`src/rtl/i2c_resp_pkg.sv`:
```
// Purpose: shared types and constants for the I2C target responder.
//   resp_state_t        : protocol FSM states of the responder
//   i2c_op_t            : R/W bit of the address byte (0 = write, 1 = read)
//   DEFAULT_TARGET_ADDR : 7-bit address the responder answers to by default
package i2c_resp_pkg;

  typedef enum logic [3:0] {
    IDLE      = 4'd0,
    ADDR      = 4'd1,
    ADDR_ACK  = 4'd2,
    PTR       = 4'd3,
    PTR_ACK   = 4'd4,
    WR_BYTE   = 4'd5,
    WR_ACK    = 4'd6,
    RD_BYTE   = 4'd7,
    RD_ACK    = 4'd8,
    WAIT_STOP = 4'd9
  } resp_state_t;

  typedef enum logic {
    WRITE = 1'b0,
    READ  = 1'b1
  } i2c_op_t;

  localparam logic [6:0] DEFAULT_TARGET_ADDR = 7'h22;

endpackage

```
`src/rtl/i2c_bus_sync.sv`:
```
// Purpose: brings the asynchronous scl/sda pins into the clk_i domain and
//   derives single-cycle bus events. Each pin goes through two synchronizer
//   flops plus one history flop; the event pulses are registered, so an event
//   is visible three clk_i edges after the pin change.
// Ports:
//   clk_i, rst_i : system clock, synchronous active-high reset
//   scl_i, sda_i : raw I2C pins
//   scl_rise     : pulse, scl went 0 -> 1
//   scl_fall     : pulse, scl went 1 -> 0
//   start_det    : pulse, sda fell while scl stayed high
//   stop_det     : pulse, sda rose while scl stayed high
//   sda_bit      : synchronized sda, aligned with the event pulses
module i2c_bus_sync (
  input  logic clk_i,
  input  logic rst_i,
  input  logic scl_i,
  input  logic sda_i,
  output logic scl_rise,
  output logic scl_fall,
  output logic start_det,
  output logic stop_det,
  output logic sda_bit
);

  logic scl_meta, scl_sync, scl_hist;
  logic sda_meta, sda_sync, sda_hist;

  always_ff @(posedge clk_i) begin
    if (rst_i) begin
      // Idle bus is high; resetting to 1 avoids phantom edges after reset.
      scl_meta  <= 1'b1;
      scl_sync  <= 1'b1;
      scl_hist  <= 1'b1;
      sda_meta  <= 1'b1;
      sda_sync  <= 1'b1;
      sda_hist  <= 1'b1;
      scl_rise  <= 1'b0;
      scl_fall  <= 1'b0;
      start_det <= 1'b0;
      stop_det  <= 1'b0;
      sda_bit   <= 1'b1;
    end else begin
      scl_meta  <= scl_i;
      scl_sync  <= scl_meta;
      scl_hist  <= scl_sync;
      sda_meta  <= sda_i;
      sda_sync  <= sda_meta;
      sda_hist  <= sda_sync;
      scl_rise  <= scl_sync & ~scl_hist;
      scl_fall  <= ~scl_sync & scl_hist;
      // scl must be high in both samples so an sda edge racing an scl edge
      // is never mistaken for START/STOP.
      start_det <= scl_sync & scl_hist & ~sda_sync & sda_hist;
      stop_det  <= scl_sync & scl_hist & sda_sync & ~sda_hist;
      sda_bit   <= sda_sync;
    end
  end

endmodule

```
`src/rtl/i2c_target_responder.sv`:
```
// Purpose: synthesizable I2C target used as a loopback responder for the
//   I2CMB master. Decodes START/STOP, matches a 7-bit address, ACKs, stores
//   written bytes in a small register file and returns them on reads.
//   Write transfer: address+W, pointer byte, then data bytes stored at the
//   auto-incrementing pointer. Read transfer: address+R, bytes returned from
//   the pointer until the master NACKs. Pointer survives repeated START.
// Ports:
//   clk_i, rst_i : system clock (>= 8x SCL), synchronous active-high reset
//   scl_i, sda_i : I2C pins (asynchronous, sampled)
//   sda_o        : open-drain drive, 0 = pull low, 1 = release
//   busy_o       : high from an addressed START until STOP / repeated START
//   wr_stb_o     : one-cycle pulse per stored byte
//   wr_ptr_o     : entry written on wr_stb_o
//   wr_data_o    : byte written on wr_stb_o
//   rd_stb_o     : one-cycle pulse when a byte is loaded for transmit
//   dbg_state    : current FSM state (resp_state_t encoding)
module i2c_target_responder
  import i2c_resp_pkg::*;
#(
  parameter int                        I2C_ADDR_WIDTH = 7,
  parameter int                        I2C_DATA_WIDTH = 8,
  parameter logic [I2C_ADDR_WIDTH-1:0] TARGET_ADDR    = DEFAULT_TARGET_ADDR,
  parameter int                        MEM_DEPTH      = 16,
  localparam int                       PTR_W          = $clog2(MEM_DEPTH)
) (
  input  logic                      clk_i,
  input  logic                      rst_i,
  input  logic                      scl_i,
  input  logic                      sda_i,
  output logic                      sda_o,
  output logic                      busy_o,
  output logic                      wr_stb_o,
  output logic [PTR_W-1:0]          wr_ptr_o,
  output logic [I2C_DATA_WIDTH-1:0] wr_data_o,
  output logic                      rd_stb_o,
  output logic [3:0]                dbg_state
);

  localparam logic [3:0]       LAST_BIT = 4'(I2C_DATA_WIDTH);
  localparam logic [PTR_W-1:0] PTR_ONE  = PTR_W'(1);

  logic scl_rise, scl_fall, start_det, stop_det, sda_bit;

  i2c_bus_sync u_sync (
    .clk_i     (clk_i),
    .rst_i     (rst_i),
    .scl_i     (scl_i),
    .sda_i     (sda_i),
    .scl_rise  (scl_rise),
    .scl_fall  (scl_fall),
    .start_det (start_det),
    .stop_det  (stop_det),
    .sda_bit   (sda_bit)
  );

  resp_state_t               state;
  i2c_op_t                   op;
  logic [3:0]                bit_cnt;
  logic [I2C_DATA_WIDTH-1:0] shreg;
  logic [I2C_DATA_WIDTH-1:0] tx_byte;
  logic [PTR_W-1:0]          ptr;
  logic [I2C_DATA_WIDTH-1:0] mem [MEM_DEPTH];

  // Byte as it will look once the bit arriving on this scl rise is shifted in.
  logic [I2C_DATA_WIDTH-1:0] rx_next;
  logic [I2C_DATA_WIDTH-1:0] rd_word;
  assign rx_next   = {shreg[I2C_DATA_WIDTH-2:0], sda_bit};
  assign rd_word   = mem[ptr];
  assign dbg_state = state;

  always_ff @(posedge clk_i) begin
    if (rst_i) begin
      state     <= IDLE;
      op        <= WRITE;
      sda_o     <= 1'b1;
      busy_o    <= 1'b0;
      wr_stb_o  <= 1'b0;
      rd_stb_o  <= 1'b0;
      wr_ptr_o  <= '0;
      wr_data_o <= '0;
      bit_cnt   <= '0;
      shreg     <= '0;
      tx_byte   <= '0;
      ptr       <= '0;
      for (int i = 0; i < MEM_DEPTH; i++) mem[i] <= '0;
    end else begin
      wr_stb_o <= 1'b0;
      rd_stb_o <= 1'b0;
      if (stop_det) begin
        // Any partial byte is simply dropped: nothing is stored before bit 8.
        state   <= IDLE;
        sda_o   <= 1'b1;
        busy_o  <= 1'b0;
        bit_cnt <= '0;
      end else if (start_det) begin
        // Fresh or repeated START: the pointer is kept for write-then-read.
        state   <= ADDR;
        sda_o   <= 1'b1;
        busy_o  <= 1'b0;
        bit_cnt <= '0;
      end else begin
        case (state)
          IDLE, WAIT_STOP: ;

          ADDR: begin
            if (scl_rise) begin
              shreg   <= rx_next;
              bit_cnt <= bit_cnt + 4'd1;
            end else if (scl_fall && bit_cnt == LAST_BIT) begin
              bit_cnt <= '0;
              op      <= i2c_op_t'(shreg[0]);
              if (shreg[I2C_DATA_WIDTH-1 -: I2C_ADDR_WIDTH] == TARGET_ADDR) begin
                sda_o  <= 1'b0;
                busy_o <= 1'b1;
                state  <= ADDR_ACK;
              end else begin
                state <= WAIT_STOP;
              end
            end
          end

          ADDR_ACK: begin
            if (scl_fall) begin
              if (op == READ) begin
                // First read byte goes out on the same fall that ends the ACK.
                sda_o    <= rd_word[I2C_DATA_WIDTH-1];
                tx_byte  <= {rd_word[I2C_DATA_WIDTH-2:0], 1'b0};
                rd_stb_o <= 1'b1;
                ptr      <= ptr + PTR_ONE;
                state    <= RD_BYTE;
              end else begin
                sda_o <= 1'b1;
                state <= PTR;
              end
            end
          end

          PTR: begin
            if (scl_rise) begin
              shreg   <= rx_next;
              bit_cnt <= bit_cnt + 4'd1;
            end else if (scl_fall && bit_cnt == LAST_BIT) begin
              bit_cnt <= '0;
              ptr     <= shreg[PTR_W-1:0];
              sda_o   <= 1'b0;
              state   <= PTR_ACK;
            end
          end

          PTR_ACK: begin
            if (scl_fall) begin
              sda_o <= 1'b1;
              state <= WR_BYTE;
            end
          end

          WR_BYTE: begin
            if (scl_rise) begin
              shreg   <= rx_next;
              bit_cnt <= bit_cnt + 4'd1;
              if (bit_cnt == LAST_BIT - 4'd1) begin
                mem[ptr]  <= rx_next;
                wr_stb_o  <= 1'b1;
                wr_ptr_o  <= ptr;
                wr_data_o <= rx_next;
                ptr       <= ptr + PTR_ONE;
              end
            end else if (scl_fall && bit_cnt == LAST_BIT) begin
              bit_cnt <= '0;
              sda_o   <= 1'b0;
              state   <= WR_ACK;
            end
          end

          WR_ACK: begin
            if (scl_fall) begin
              sda_o <= 1'b1;
              state <= WR_BYTE;
            end
          end

          RD_BYTE: begin
            if (scl_rise) begin
              bit_cnt <= bit_cnt + 4'd1;
            end else if (scl_fall) begin
              if (bit_cnt == LAST_BIT) begin
                // Hand sda to the master for its ACK/NACK bit.
                bit_cnt <= '0;
                sda_o   <= 1'b1;
                state   <= RD_ACK;
              end else begin
                sda_o   <= tx_byte[I2C_DATA_WIDTH-1];
                tx_byte <= {tx_byte[I2C_DATA_WIDTH-2:0], 1'b0};
              end
            end
          end

          RD_ACK: begin
            // A NACK leaves before the fall, so a fall here always means ACK.
            if (scl_rise) begin
              if (sda_bit) state <= WAIT_STOP;
            end else if (scl_fall) begin
              sda_o    <= rd_word[I2C_DATA_WIDTH-1];
              tx_byte  <= {rd_word[I2C_DATA_WIDTH-2:0], 1'b0};
              rd_stb_o <= 1'b1;
              ptr      <= ptr + PTR_ONE;
              state    <= RD_BYTE;
            end
          end

          default: state <= IDLE;
        endcase
      end
    end
  end

endmodule

```
`config.mk`:
```
export PLATFORM = sky130hd
export DESIGN_NAME = i2c_target_responder
export DESIGN_NICKNAME = d
export VERILOG_FILES = /design/src/rtl/i2c_resp_pkg.sv /design/src/rtl/i2c_bus_sync.sv /design/src/rtl/i2c_target_responder.sv
export SDC_FILE = /design/constraint.sdc
export NUM_CORES = 1
export LEC_CHECK = 0
export ABC_AREA = 1
export BUFFER_PORTS_ARGS = -buffer_cell sky130_fd_sc_hd__buf_2
export CELL_PAD_IN_SITES_DETAIL_PLACEMENT = 0
export CELL_PAD_IN_SITES_GLOBAL_PLACEMENT = 1
export CORE_ASPECT_RATIO = 1.5
export CORE_UTILIZATION = 30
export DETAILED_ROUTE_END_ITERATION = 10
export MAX_ROUTING_LAYER = met4
export PLACE_DENSITY = 0.67
export SYNTH_ARGS = -nofsm -noshare
export SYNTH_HDL_FRONTEND = slang
export SYNTH_SLANG_ARGS = --single-unit
```
`constraint.sdc`:
```
create_clock -name clk_i -period 2 [get_ports clk_i]
set_input_delay 0.4 -clock clk_i [delete_from_list [all_inputs] [get_ports clk_i]]
set_output_delay 0.4 -clock clk_i [all_outputs]
set_load 0.03 [all_outputs]
```
Word level (Yosys, flattened, before mapping)
Memory sizes are Yosys's and may differ from the RTL's. A register that Yosys moved wholly into a read port is not among the register bits. Index checks and enable logic that the tools add are counted.

Memories: 1. RAM bits: 128. Output and inout bits: 20. Input bits: 4. Flip-flop bits (word level): 55. Word-level logic and storage cells: 189.

Equal/unequal tests: 51. $add $sub $neg: 2. Bitwise gates (word level): 15. Reduce and logical (&&, ||, !) cells: 23. Muxes and demuxes: 74.

Memory list: mem (depth 16, bits a word 8, read ports 1, clocked after memory_dff 1, wr ports 16, line i2c_target_responder.sv:62) `logic [I2C_DATA_WIDTH-1:0] mem [MEM_DEPTH];`.

Operator list (count): $mux W4 (31); $mux W8 (8); $pmux W4 S8 (1); $mux W1 (28); $ne A2 B2 Y1 const B (14); $reduce_and A14 Y1 (2); $pmux W8 S3 (1); $eq A4 B3 Y1 const B (5); $ne A3 B1 Y1 const B (6); $pmux W4 S4 (1); $ne A3 B2 Y1 const B (5); $ne A3 B3 Y1 const B (5); $ne A2 B1 Y1 const B (7); $eq A4 B4 Y1 const B (3); $reduce_and A12 Y1 (1); $reduce_and A4 Y1 (3); $reduce_and A11 Y1 (1); $reduce_and A10 Y1 (1); $reduce_and A5 Y1 (2); $add A4 B1 Y4 const B (2); $eq A4 B2 Y1 const B (2); $not A1 Y1 (8); $pmux W4 S2 (1); $reduce_or A2 Y1 (4); 16 further kinds (23).

Logic depth before layout (Yosys ltp)
Gate-level depths: netlist (run 1).

Depth after elaboration: 10. Gate-level depth with buffers: 13. Gate-level depth less buffers: 12.

Hierarchy
A second synthesis (run 1) with hierarchy kept.

Cell total of the unflattened synthesis: 1041. Area, all modules: 8692.1 µm².

Modules (own cells, without submodules): i2c_target_responder (area an instance 8406.8 µm², sequential area each 4804.6 µm², instances 1, cells an instance 1012); i2c_bus_sync (area an instance 285.3 µm², sequential area each 200.2 µm², instances 1, cells an instance 29).

Worst setup path before layout (run 1)
No wires, ideal clock.

Path kind: reg-to-reg. Start: register state[0], in the netlist dbg_state[0]. End: memory mem[11][0] (enable). Slack: -0.202 ns. Required time: 1.671 ns. Library setup time: 0.329 ns. Data arrival time: 1.873 ns. Cell stages (with the launch flop): 10. Period minus slack after synthesis: 2.202 ns. Cell sequence: dfxtp_1 > buf_6 > nand2_1 > nor2_4 > inv_2 > nor3_4 > nand2_4 > nor2_4 > nand2_4 > nand2_1.

RTL lines: start: declaration (line i2c_target_responder.sv:56) `resp_state_t state;`; start signal: assignment (line i2c_target_responder.sv:73) `state <= IDLE;`; start signal: assignment (line i2c_target_responder.sv:91) `state <= IDLE;`; start signal: assignment (line i2c_target_responder.sv:97) `state <= ADDR;`; end: declaration (line i2c_target_responder.sv:62).

==> results of run 1 <==
## area by class of cell
cell class / count / area share [%]
clock buffers: 19 / 4.20
clock inverters: 13 / 1.38
inverters: 74 / 2.69
multi-input cells: 690 / 31.7
flip-flops and latches: 186 / 48.6
well taps: 346 / 4.20
repair buffers: 102 / 7.23
## cells by family after synthesis
| logic type | after synthesis | synth area share [%] |
|---|---|---|
| compound gates | 115 | 7.10 |
| fa+ha+maj | 6 | 0.868 |
| buf+inv | 122 | 5.51 |
| flops | 186 | 57.9 |
| simple gates | 569 | 28.7 |
## cells in the mapped netlist (all sizes together) (4+ instances only)
| master | instances | share of area (%) |
|---|---|---|
| nor2 | 238 | 11 |
| nand2 | 224 | 11 |
| edfxtp | 128 | 44 |
| nand3 | 84 | 4.9 |
| inv | 66 | 2.9 |
| o21ai | 65 | 3.8 |
| dfxtp | 58 | 13 |
| clkbuf | 40 | 1.7 |
| a21oi | 34 | 2.0 |
| o211ai | 13 | 1.1 |
| nor3 | 9 | 0.65 |
| buf | 8 | 0.56 |
| clkinv | 8 | 0.35 |
| ha | 6 | 0.87 |
| nand4 | 5 | 0.36 |
| or2 | 4 | 0.29 |
## power groups by stage
| stage | clock [W] | combinational [W] | sequential, W |
|---|---|---|---|
| detailed placement | 0 | 0.00379 | 0.00460 |
| CTS | 0.00341 | 0.00381 | 0.00452 |
| floorplan | 0 | 0.00243 | 0.00460 |
| global placement | 0 | 0.00383 | 0.00460 |
| finish | 0.00332 | 0.00376 | 0.00452 |
| global route | 0.00353 | 0.00425 | 0.00455 |
## cells in the final DEF, fill, tap and decap left out, types with 6 or more instances in the layout
cell,n
inv_1,64
nor2_1,231
buf_4,76
nand2_2,8
a21oi_1,34
o211ai_1,13
o21ai_0,65
clkbuf_16,17
ha_1,6
nor3_1,8
nand2_1,187
clkinv_1,7
buf_2,23
nand3_1,84
dfxtp_1,53
nand2_4,29
edfxtp_1,128
## timing repair
action | 4_1_cts | 5_1_grt
gates resized for setup | 0 | 7
hold endpoints to repair | 0 | 0
endpoints found under the setup margin | 0 | 78
## per-stage QoR
step | setup TNS, ps | cells | utilization [%] | hold slack (ps)
floorplan | -625 | 998 | - | 389
global placement | 0 | 1398 | 34.5 | 397
detailed placement | 0 | 1398 | 34.5 | 397
CTS | 0 | 1430 | 36.5 | 103
global route | 0 | 1430 | 36.6 | 110
finish | 0 | 1430 | 36.6 | 132
## registers in the layout (all words and copies together), names as in the netlist, 4 cells and up, named ones only
signal	flops
wr_data_o	8
mem	128
shreg	8
tx_byte	7
wr_ptr_o	4
ptr	4
bit_cnt	4
dbg_state	4
## worst min path at each step
| stage | startpoint | end | slack [ps] | cells past startpoint |
|---|---|---|---|---|
| final | sda_i | u_sync.sda_meta$_SDFF_PP1_ | 130 | 2 |
| after global routing | scl_i | u_sync.scl_meta$_SDFF_PP1_ | 110 | 2 |
| after CTS | sda_i | u_sync.sda_meta$_SDFF_PP1_ | 100 | 2 |
| after detailed placement | u_sync.sda_meta$_SDFF_PP1_ | u_sync.sda_sync$_SDFF_PP1_ | 400 | 1 |
| after global placement | u_sync.sda_meta$_SDFF_PP1_ | u_sync.sda_sync$_SDFF_PP1_ | 400 | 1 |
| after floorplan | u_sync.scl_meta$_SDFF_PP1_ | u_sync.scl_sync$_SDFF_PP1_ | 390 | 1 |
## layer usage
| layer | GRT usage (%) | routed length [µm] | up-vias |
|---|---|---|---|
| met5 | - | 0 | - |
| met1 | 18.4 | 9480 | 3155 |
| met4 | 8.13 | 764 | 0 |
| li1 | - | - | 3423 |
| met2 | 32.5 | 13100 | 108 |
| met3 | 3.34 | 599 | 38 |
## critical path: stages (launching register included)
cell and delay [ps]:
dfxtp_2 390, nand2_1 130, nor2_4 120, inv_2 60
nor3_4 280, nand2_4 150, nor2_4 110, buf_4 150
nand2_4 60, nand2_2 160
==> impl_metrics.tcl, run 1 <==
set metrics [dict create \
    outcome "finished, final reports clean" \
    sw_frac_of_total_pct 36.0 \
    cp-startpoint "dbg_state[0]$_SDFFE_PP0P_" \
    crit_path_end_kind "register" \
    ys_seq_area_share_pct 57.9 \
    antenna_found_initial 0 \
    cp.required_ps 2140 \
    track_usage_pct 17.8 \
    synth_cell_type_count 30 \
    start_kind "register" \
    synth.cell_area_um2 8650 \
    core_area_um2 28200 \
    area_delta_synth_final_pct 19.2 \
    first_pass_iters 5 \
    postRouteAntennaNets 0 \
    die_h_um 210 \
    slew_headroom_pct 63.1 \
    fin_nets 1081 \
    vias_per_cell 4.70 \
    post_cts.repair.setup_buffers 0 \
    drive_gt1_share_pct 17.4 \
    fin_crit_ps 1900 \
    finalPower_w 0.0116 \
    multiInputGateArea_um2 3270 \
    fmax_ghz 0.526 \
    critPathMaxFanout 8 \
    clock_path_buffers 2 \
    power_frac_comb_pct 32.4 \
    grt_pass1_wl_um 37600 \
    synthCells 998 \
    place_ws_ps 75.5 \
    endpoint "mem[6][7]$_SDFFCE_PN0P_" \
    hold_class "primary input to register" \
    setup_viol 0 \
    clkPwrFrac_pct 28.7 \
    hold_viol_final 0 \
    htreeDepth 4 \
    critPathArrivalTime_ps 2040 \
    clkSlewWorstSetupHoldPaths_ps 70 \
    num_vias 6724 \
    seqPwrFrac_pct 39.0 \
    dp_hpwl_um 17400 \
    io_buffer_count 23 \
    setup_ws_ps 100 \
    io-pin-count 24 \
    fp.dieW_um 141 \
    r2r-start "dbg_state[0]$_SDFFE_PP0P_" \
    synth.avg_cell_area_um2 8.67 \
    syn-num-nets 1008 \
    nFillCells 2905 \
    ys_ff_latch 186 \
    dieArea_um2 29500 \
    critPathKind "register to register" \
    grt-ovfl-total 0 \
    worstReg2RegEnd "mem[6][7]$_SDFFCE_PN0P_" \
    clock_latency_ps 450 \
    intPower_w 0.00743 \
    rsz0062_at_grt "no" \
    initial_core_util_pct 30.7 \
    finalCritPeriodShare_pct 95.0 \
    synth_edf_count 128 \
    postPlaceCellArea_um2 9710 \
    final_max_slew_viol_count 0 \
    leakage_nw 4.28 \
    routed_wl_um 23900 \
    cts_sinks 186 \
    diodes 0 \
    fin_skew_ps 9.16 \
    power_density_nw_per_um2 1120 \
    hold_buffers 0 \
    wl_per_cell_um 16.7 \
    drc 0 \
    ir_worst_vdd_v 0.000676 \
    rows 75 \
    rrSetupSlack_ps 100 \
    cts_tree "built" \
    place_congestion 0.883 \
    grt_pass1_vias 6866 \
    cts-root-buf "clkbuf_16" \
    ff_latch_area_um2 5010 \
    reg2reg_depth 9 \
    drt_iter0_markers 297 \
    p_sw_w 0.00417 \
    finalInstanceArea_um2 10300 \
    synthFlopType "edfxtp_1" \
    tightest_slew_ps 552 \
    async_reset_ff_share_pct 0 \
    grt_max_degree 36 \
    cts_buffers 17 \
    maxCapViolations 0 \
    yosysWarningCount 0 \
]
No activity file was read; power rests on OpenSTA's default activity.
==> inputs of run 2 (changes only) <==
--- a/config.mk
+++ b/config.mk
@@ -6,7 +6,7 @@
 export NUM_CORES = 1
 export LEC_CHECK = 0
 export ABC_AREA = 1
-export BUFFER_PORTS_ARGS = -buffer_cell sky130_fd_sc_hd__buf_2
+export BUFFER_PORTS_ARGS = -buffer_cell sky130_fd_sc_hd__buf_4
 export CELL_PAD_IN_SITES_DETAIL_PLACEMENT = 0
 export CELL_PAD_IN_SITES_GLOBAL_PLACEMENT = 1
 export CORE_ASPECT_RATIO = 1.5
==> constraint.sdc (replaced) <==
create_clock -name clk_i -period 2 [get_ports clk_i]
set_input_delay 0.4 -clock clk_i [delete_from_list [all_inputs] [get_ports clk_i]]
set_output_delay 0.4 -clock clk_i [all_outputs]
set_load 0.005 [all_outputs]
==> run 2 against run 1 <==
  * Design area grew 1.6%
  * Utilization up 0.59 points
  * First-iteration DRC count rose by 24%
  * Non-clock buffer count is 11 higher
  * Combinational power rose by 2%
  * Worst hold slack improved by 1.9 ps
  * Via count rose by 1.2%
  * Critical endpoint is now mem[9][4]$_SDFFCE_PN0P_
  * Largest cell class unchanged
  * Highest routed layer unchanged
==> impl_metrics.tcl, run 2 (same netlist as run 1, synthesis figures left out) <==
set metrics [dict create \
    outcome "finished, final reports clean" \
    tightest_slew_ps 527 \
    crit_chain "ha_2 > nand3_2 > nor3_4 > nand2_4 > nor2_4 > buf_4 > nand2_4 > nand2_2 > buf_12" \
    slew_headroom_pct 64.8 \
    max_stage_delay_ps 340 \
    grt_use_met2_pct 32.8 \
    clock_latency_ps 450 \
    cts_sinks 186 \
    cp-startpoint "bit_cnt[0]$_SDFFE_PP0P_" \
    leakage_nw 4.37 \
    finalInstanceArea_um2 10500 \
    drive_gt1_share_pct 18.1 \
    fmax_ghz 0.524 \
    path_common_cell "nand2_4" \
    power_density_nw_per_um2 1100 \
    clock_path_buffers 2 \
    critPathArrivalTime_ps 2080 \
    rows 75 \
    track_usage_pct 17.9 \
    setup_viol 0 \
    cts_tree "built" \
    grt_pass1_wl_um 38200 \
    fin_crit_ps 1910 \
    final_common_cell "nor2_1" \
    routed_wl_um 24400 \
    die_h_um 210 \
    critPathMaxFanout 8 \
    vias_per_cell 4.72 \
    start_kind "register" \
    drt_iter0_markers 367 \
    top_regs "mem x128, shreg x8, wr_data_o x8" \
    htreeDepth 4 \
    hold_viol_final 0 \
    cp.required_ps 2180 \
    postPlaceCellArea_um2 9870 \
    rrSetupSlack_ps 90 \
    worstReg2RegEnd "mem[9][4]$_SDFFCE_PN0P_" \
    antenna_found_initial 0 \
    final_cell_mix "229 x nor2_1, 192 x nand2_1, 128 x edfxtp_1, 102 x buf_4, 83 x nand3_1" \
    wl_per_cell_um 16.9 \
    critPathKind "register to register" \
    clkSlewWorstSetupHoldPaths_ps 80 \
    initial_core_util_pct 30.7 \
    core_area_um2 28200 \
    io-pin-count 24 \
    nFillCells 2929 \
    fp.dieW_um 141 \
    grt_use_met1_pct 18.7 \
    postRouteAntennaNets 0 \
    dieArea_um2 29500 \
    hold_class "primary input to register" \
    grt_pass1_vias 6866 \
    num_vias 6808 \
    io_buffer_count 23 \
    dpl.cell_count 1409 \
    final_max_slew_viol_count 0 \
    area_delta_synth_final_pct 21.2 \
    largest-register "mem" \
    cp_slowest_cell "dfxtp_1" \
    gr-max-usage-layer "met2" \
    endpoint "mem[9][4]$_SDFFCE_PN0P_" \
    dp_hpwl_um 17500 \
    ir_worst_vdd_v 0.000763 \
    cts_buffers 17 \
    largest_register_ffs 128 \
    r2r-start "bit_cnt[0]$_SDFFE_PP0P_" \
    tns_ps 0 \
    fin_skew_ps 11.3 \
    grt_max_degree 53 \
    grt-ovfl-total 0 \
    finalCritPeriodShare_pct 95.3 \
    place_congestion 0.879 \
    crit_path_end_kind "register" \
    diodes 0 \
    fin_cells 1441 \
    maxCapViolations 0 \
    grt_util_met3_pct 2.45 \
    fin_nets 1092 \
    drc 0 \
    post_cts.repair.setup_buffers 0 \
    reg2reg_depth 9 \
    first_pass_iters 6 \
    finalPower_w 0.0116 \
    cts-root-buf "clkbuf_16" \
]
-- run 2: changes by cell type in the layout (fill, tap and decap cells not counted), sizes merged --
cell	before	now
buf	102	113
clkinv	9	13
clkinvlp	6	3
inv	70	73
bufinv	2	0
clkbuf	19	17
-- run 2: area by class of cell --
type | count | area [µm²] | area share (%)
Clock buffer | 17 | 425 | 4.06
Clock inverter | 15 | 134 | 1.28
Inverter | 74 | 278 | 2.65
Multi-Input combinational cell | 690 | 3220 | 30.7
Sequential cell | 186 | 5010 | 47.8
Tap cell | 346 | 433 | 4.13
Timing Repair Buffer | 113 | 986 | 9.41
-- run 2: worst min-delay path by stage --
| stage | from | endpoint | slack [ps] | depth (start not counted) |
|---|---|---|---|---|
| after floorplan | u_sync.scl_meta$_SDFF_PP1_ | u_sync.scl_sync$_SDFF_PP1_ | 390 | 1 |
| after global placement | u_sync.sda_meta$_SDFF_PP1_ | u_sync.sda_sync$_SDFF_PP1_ | 400 | 1 |
| after detailed placement | u_sync.sda_meta$_SDFF_PP1_ | u_sync.sda_sync$_SDFF_PP1_ | 400 | 1 |
| after CTS | sda_i | u_sync.sda_meta$_SDFF_PP1_ | 110 | 2 |
| after global routing | sda_i | u_sync.sda_meta$_SDFF_PP1_ | 120 | 2 |
| final | sda_i | u_sync.sda_meta$_SDFF_PP1_ | 130 | 2 |
-- run 2: critical path: cells and delay by family (launching register included) --
| family | cells | cell delay, ps |
|---|---|---|
| and+or+nand+nor | 6 | 830 |
| DFF | 1 | 340 |
| adders and majority gates | 1 | 190 |
| buffers and inverters | 2 | 270 |
-- run 2: per-layer routing --
| metal | share of wire (%) | up-vias | routed length (µm) |
|---|---|---|---|
| met3 | 2.8 | 53 | 681 |
| li1 | - | 3452 | - |
| met4 | 3.9 | 0 | 954 |
| met2 | 55 | 117 | 13300 |
| met1 | 39 | 3186 | 9450 |
| met5 | 0 | - | 0 |
-- run 2: repair_timing --
| action | CTS | global route |
|---|---|---|
| gates cloned | 0 | 0 |
| resized for setup | 8 | 11 |
| hold buffers | 0 | 0 |
| pin swaps | 1 | 1 |
| endpoints found under the setup margin | 64 | 98 |
-- run 2: metrics by stage --
step                setup WS, ps  util (%)  hold slack [ps]
CTS                         9.50      37.1              107
floorplan                   3.01         -              389
detailed placement         -76.6      35.1              400
finish                      93.1      37.2              134
global placement           -30.9      35.1              399
global route               -3.38      37.2              120
-- run 2: where the power goes --
part | internal [W] | switching (W)
Combinational | 0.00129 | 0.00254
Clock | 0.00163 | 0.00159
Sequential | 0.00435 | 0.000161
==> inputs of run 3 (changes only) <==
--- a/config.mk
+++ b/config.mk
@@ -14,6 +14,8 @@
 export DETAILED_ROUTE_END_ITERATION = 10
 export MAX_ROUTING_LAYER = met4
 export PLACE_DENSITY = 0.67
+export SETUP_SLACK_MARGIN = 0.5
 export SYNTH_ARGS = -nofsm -noshare
 export SYNTH_HDL_FRONTEND = slang
 export SYNTH_SLANG_ARGS = --single-unit
+export TNS_END_PERCENT = 10
==> run 3 against run 2 <==
  * Critical path depth fell by 1
  * Combinational power grew 11%
  * Worst hold slack barely moved
  * Fmax up 3.2%
  * Sequential share of layout area shrank 1.5 points
  * Routed wire length rose by 2.4%
  * Register-to-register slack improved by 60 ps
  * Global-route usage decreased by 0.14 points
  * Power grew 5.2%
  * Count of clock-buffer cells in the layout increased by 1
  * Utilization grew 1.3 points
  * Non-clock buffer count fell by 16
  * Largest power group unchanged
==> impl_metrics.tcl, run 3 (same netlist as run 1, synthesis figures left out) <==
set metrics [dict create \
    clkSlewWorstSetupHoldPaths_ps 70 \
    top_regs "mem x128, shreg x8, wr_data_o x8" \
    cts_sinks 186 \
    tightest_slew_ps 889 \
    fin_nets 1076 \
    power_density_nw_per_um2 1120 \
    path_common_cell "nand2_4" \
    start_kind "register" \
    final_cell_mix "215 x nor2_1, 178 x nand2_1, 128 x edfxtp_1, 77 x buf_4, 71 x nand3_1" \
    drt_iter0_markers 264 \
    largest_register_ffs 128 \
    htreeDepth 4 \
    cp.buffers_inverters 1 \
    rsz0062_at_grt "yes" \
    grt_use_met1_pct 17.8 \
    ir_worst_vdd_v 0.000601 \
    cts-root-buf "clkbuf_16" \
    place_congestion 0.874 \
    final_max_slew_viol_count 0 \
    cp.required_ps 2150 \
    wl_per_cell_um 17.5 \
    holdWs_ps 133 \
    track_usage_pct 17.8 \
    ff_latch_area_um2 5030 \
    final_common_cell "nor2_1" \
    cts_buffers 17 \
    grt_max_degree 57 \
    fin_crit_ps 1850 \
    grt-ovfl-total 0 \
    grt_pass1_wl_um 37500 \
    grt_use_met2_pct 32.4 \
    cp_top_family "simple AND/OR/NAND/NOR gates" \
    grt_pass1_vias 6915 \
    fp.dieW_um 141 \
    cts_tree "built" \
    fmax_ghz 0.541 \
    multiInputGateArea_um2 3630 \
    die_h_um 210 \
    drc 0 \
    io-pin-count 24 \
    num_vias 6876 \
    dp_hpwl_um 16700 \
    drive_gt1_share_pct 22.2 \
    tns_ps 0 \
    largest-register "mem" \
    gr-max-usage-layer "met2" \
    max_stage_delay_ps 370 \
    slew_headroom_pct 40.8 \
    core_area_um2 28200 \
    initial_core_util_pct 30.7 \
    hold_viol_final 0 \
    finalCritPeriodShare_pct 92.4 \
    outcome "finished, final reports clean" \
    routed_wl_um 25000 \
    nFillCells 2855 \
    critPathKind "register to register" \
    fin_skew_ps 9.98 \
    rows 75 \
    cp_slowest_cell "dfxtp_4" \
    grt_util_met3_pct 2.61 \
    leakage_nw 4.38 \
    io_buffer_count 23 \
    hold_class "primary input to register" \
    diodes 0 \
    critPathArrivalTime_ps 1990 \
    clock_latency_ps 450 \
    critPathMaxFanout 9 \
    crit_path_end_kind "register" \
    dieArea_um2 29500 \
    clock_path_buffers 2 \
    setup_viol 0 \
    maxCapViolations 0 \
    crit_chain "ha_4 > nand3_4 > nor3_4 > nand2_4 > nor2_4 > buf_12 > nand2_4 > nand2_4" \
    antenna_found_initial 0 \
    area_delta_synth_final_pct 25.5 \
    first_pass_iters 5 \
    vias_per_cell 4.83 \
    postRouteAntennaNets 0 \
]
run 3: cell types whose count changed in the layout (fill, tap and decap cells not counted), moves of 6 or more:
cell     before  now
buf_4       102   77
nand2_1     192  178
nor2_1      229  215
nand2_4      18   31
nand3_1      83   71
buf_6         0   10
nor2_4        5   15
nand3_2       1   10
nand2_8       0    6
o21ai_0      65   59
run 3: cell type report:
| class | instances | area share, % |
|---|---|---|
| sequential | 186 | 46.3 |
| multi-input combinational | 690 | 33.5 |
| timing repair buffer | 97 | 8.17 |
| tap | 346 | 3.99 |
| inverter | 74 | 2.64 |
| clock buffer | 18 | 3.95 |
| clock inverter | 14 | 1.48 |
run 3: worst paths after layout:
kind | from | endpoint | slack, ps | depth (start not counted)
hold / removal | sda_i | u_sync.sda_meta$_SDFF_PP1_ | 130 | 2
hold reg to reg | u_sync.sda_meta$_SDFF_PP1_ | u_sync.sda_sync$_SDFF_PP1_ | 420 | 1
setup / recovery | bit_cnt[1]$_SDFFE_PP0P_ | mem[11][7]$_SDFFCE_PN0P_ | 150 | 8
setup reg to reg | bit_cnt[1]$_SDFFE_PP0P_ | mem[11][7]$_SDFFCE_PN0P_ | 150 | 8
run 3: worst reg2reg max path: stages (launching register included):
cell and delay (ps):
dfxtp_4 370, ha_4 150, nand3_4 80, nor3_4 290, nand2_4 150, nor2_4 160
buf_12 140, nand2_4 90, nand2_4 120
run 3: per-stage QoR:
stage               utilization (%)  cells  setup WS, ps  instance area [µm²]  power [W]
floorplan                         -    998           158                 8740    0.00699
global placement               34.2   1377          53.1                 9630    0.00832
detailed placement             34.2   1377          36.5                 9630    0.00833
CTS                            36.8   1414           109                10400     0.0117
global route                   38.6   1425           103                10900     0.0129
finish                         38.6   1425           152                10900     0.0122
run 3: metal layers:
layer / up-vias / routed length [µm]
met5: - / 0
met4: 0 / 1250
met3: 61 / 600
met2: 110 / 13700
met1: 3280 / 9470
li1: 3425 / -
run 3: what timing repair did:
action	4_1_cts	5_1_grt
pin swaps	6	16
hold endpoints to repair	0	0
resized for setup	15	101
endpoints found under the setup margin	302	305
cloned	0	3
buffers inserted	5	8
hold buffers	0	0
run 3: power by group:
group / switching (W) / leakage (nW) / internal (W)
logic: 0.00282 / 2.32 / 0.00144
clock network: 0.00158 / 0.279 / 0.00177
registers: 0.000177 / 1.77 / 0.00436
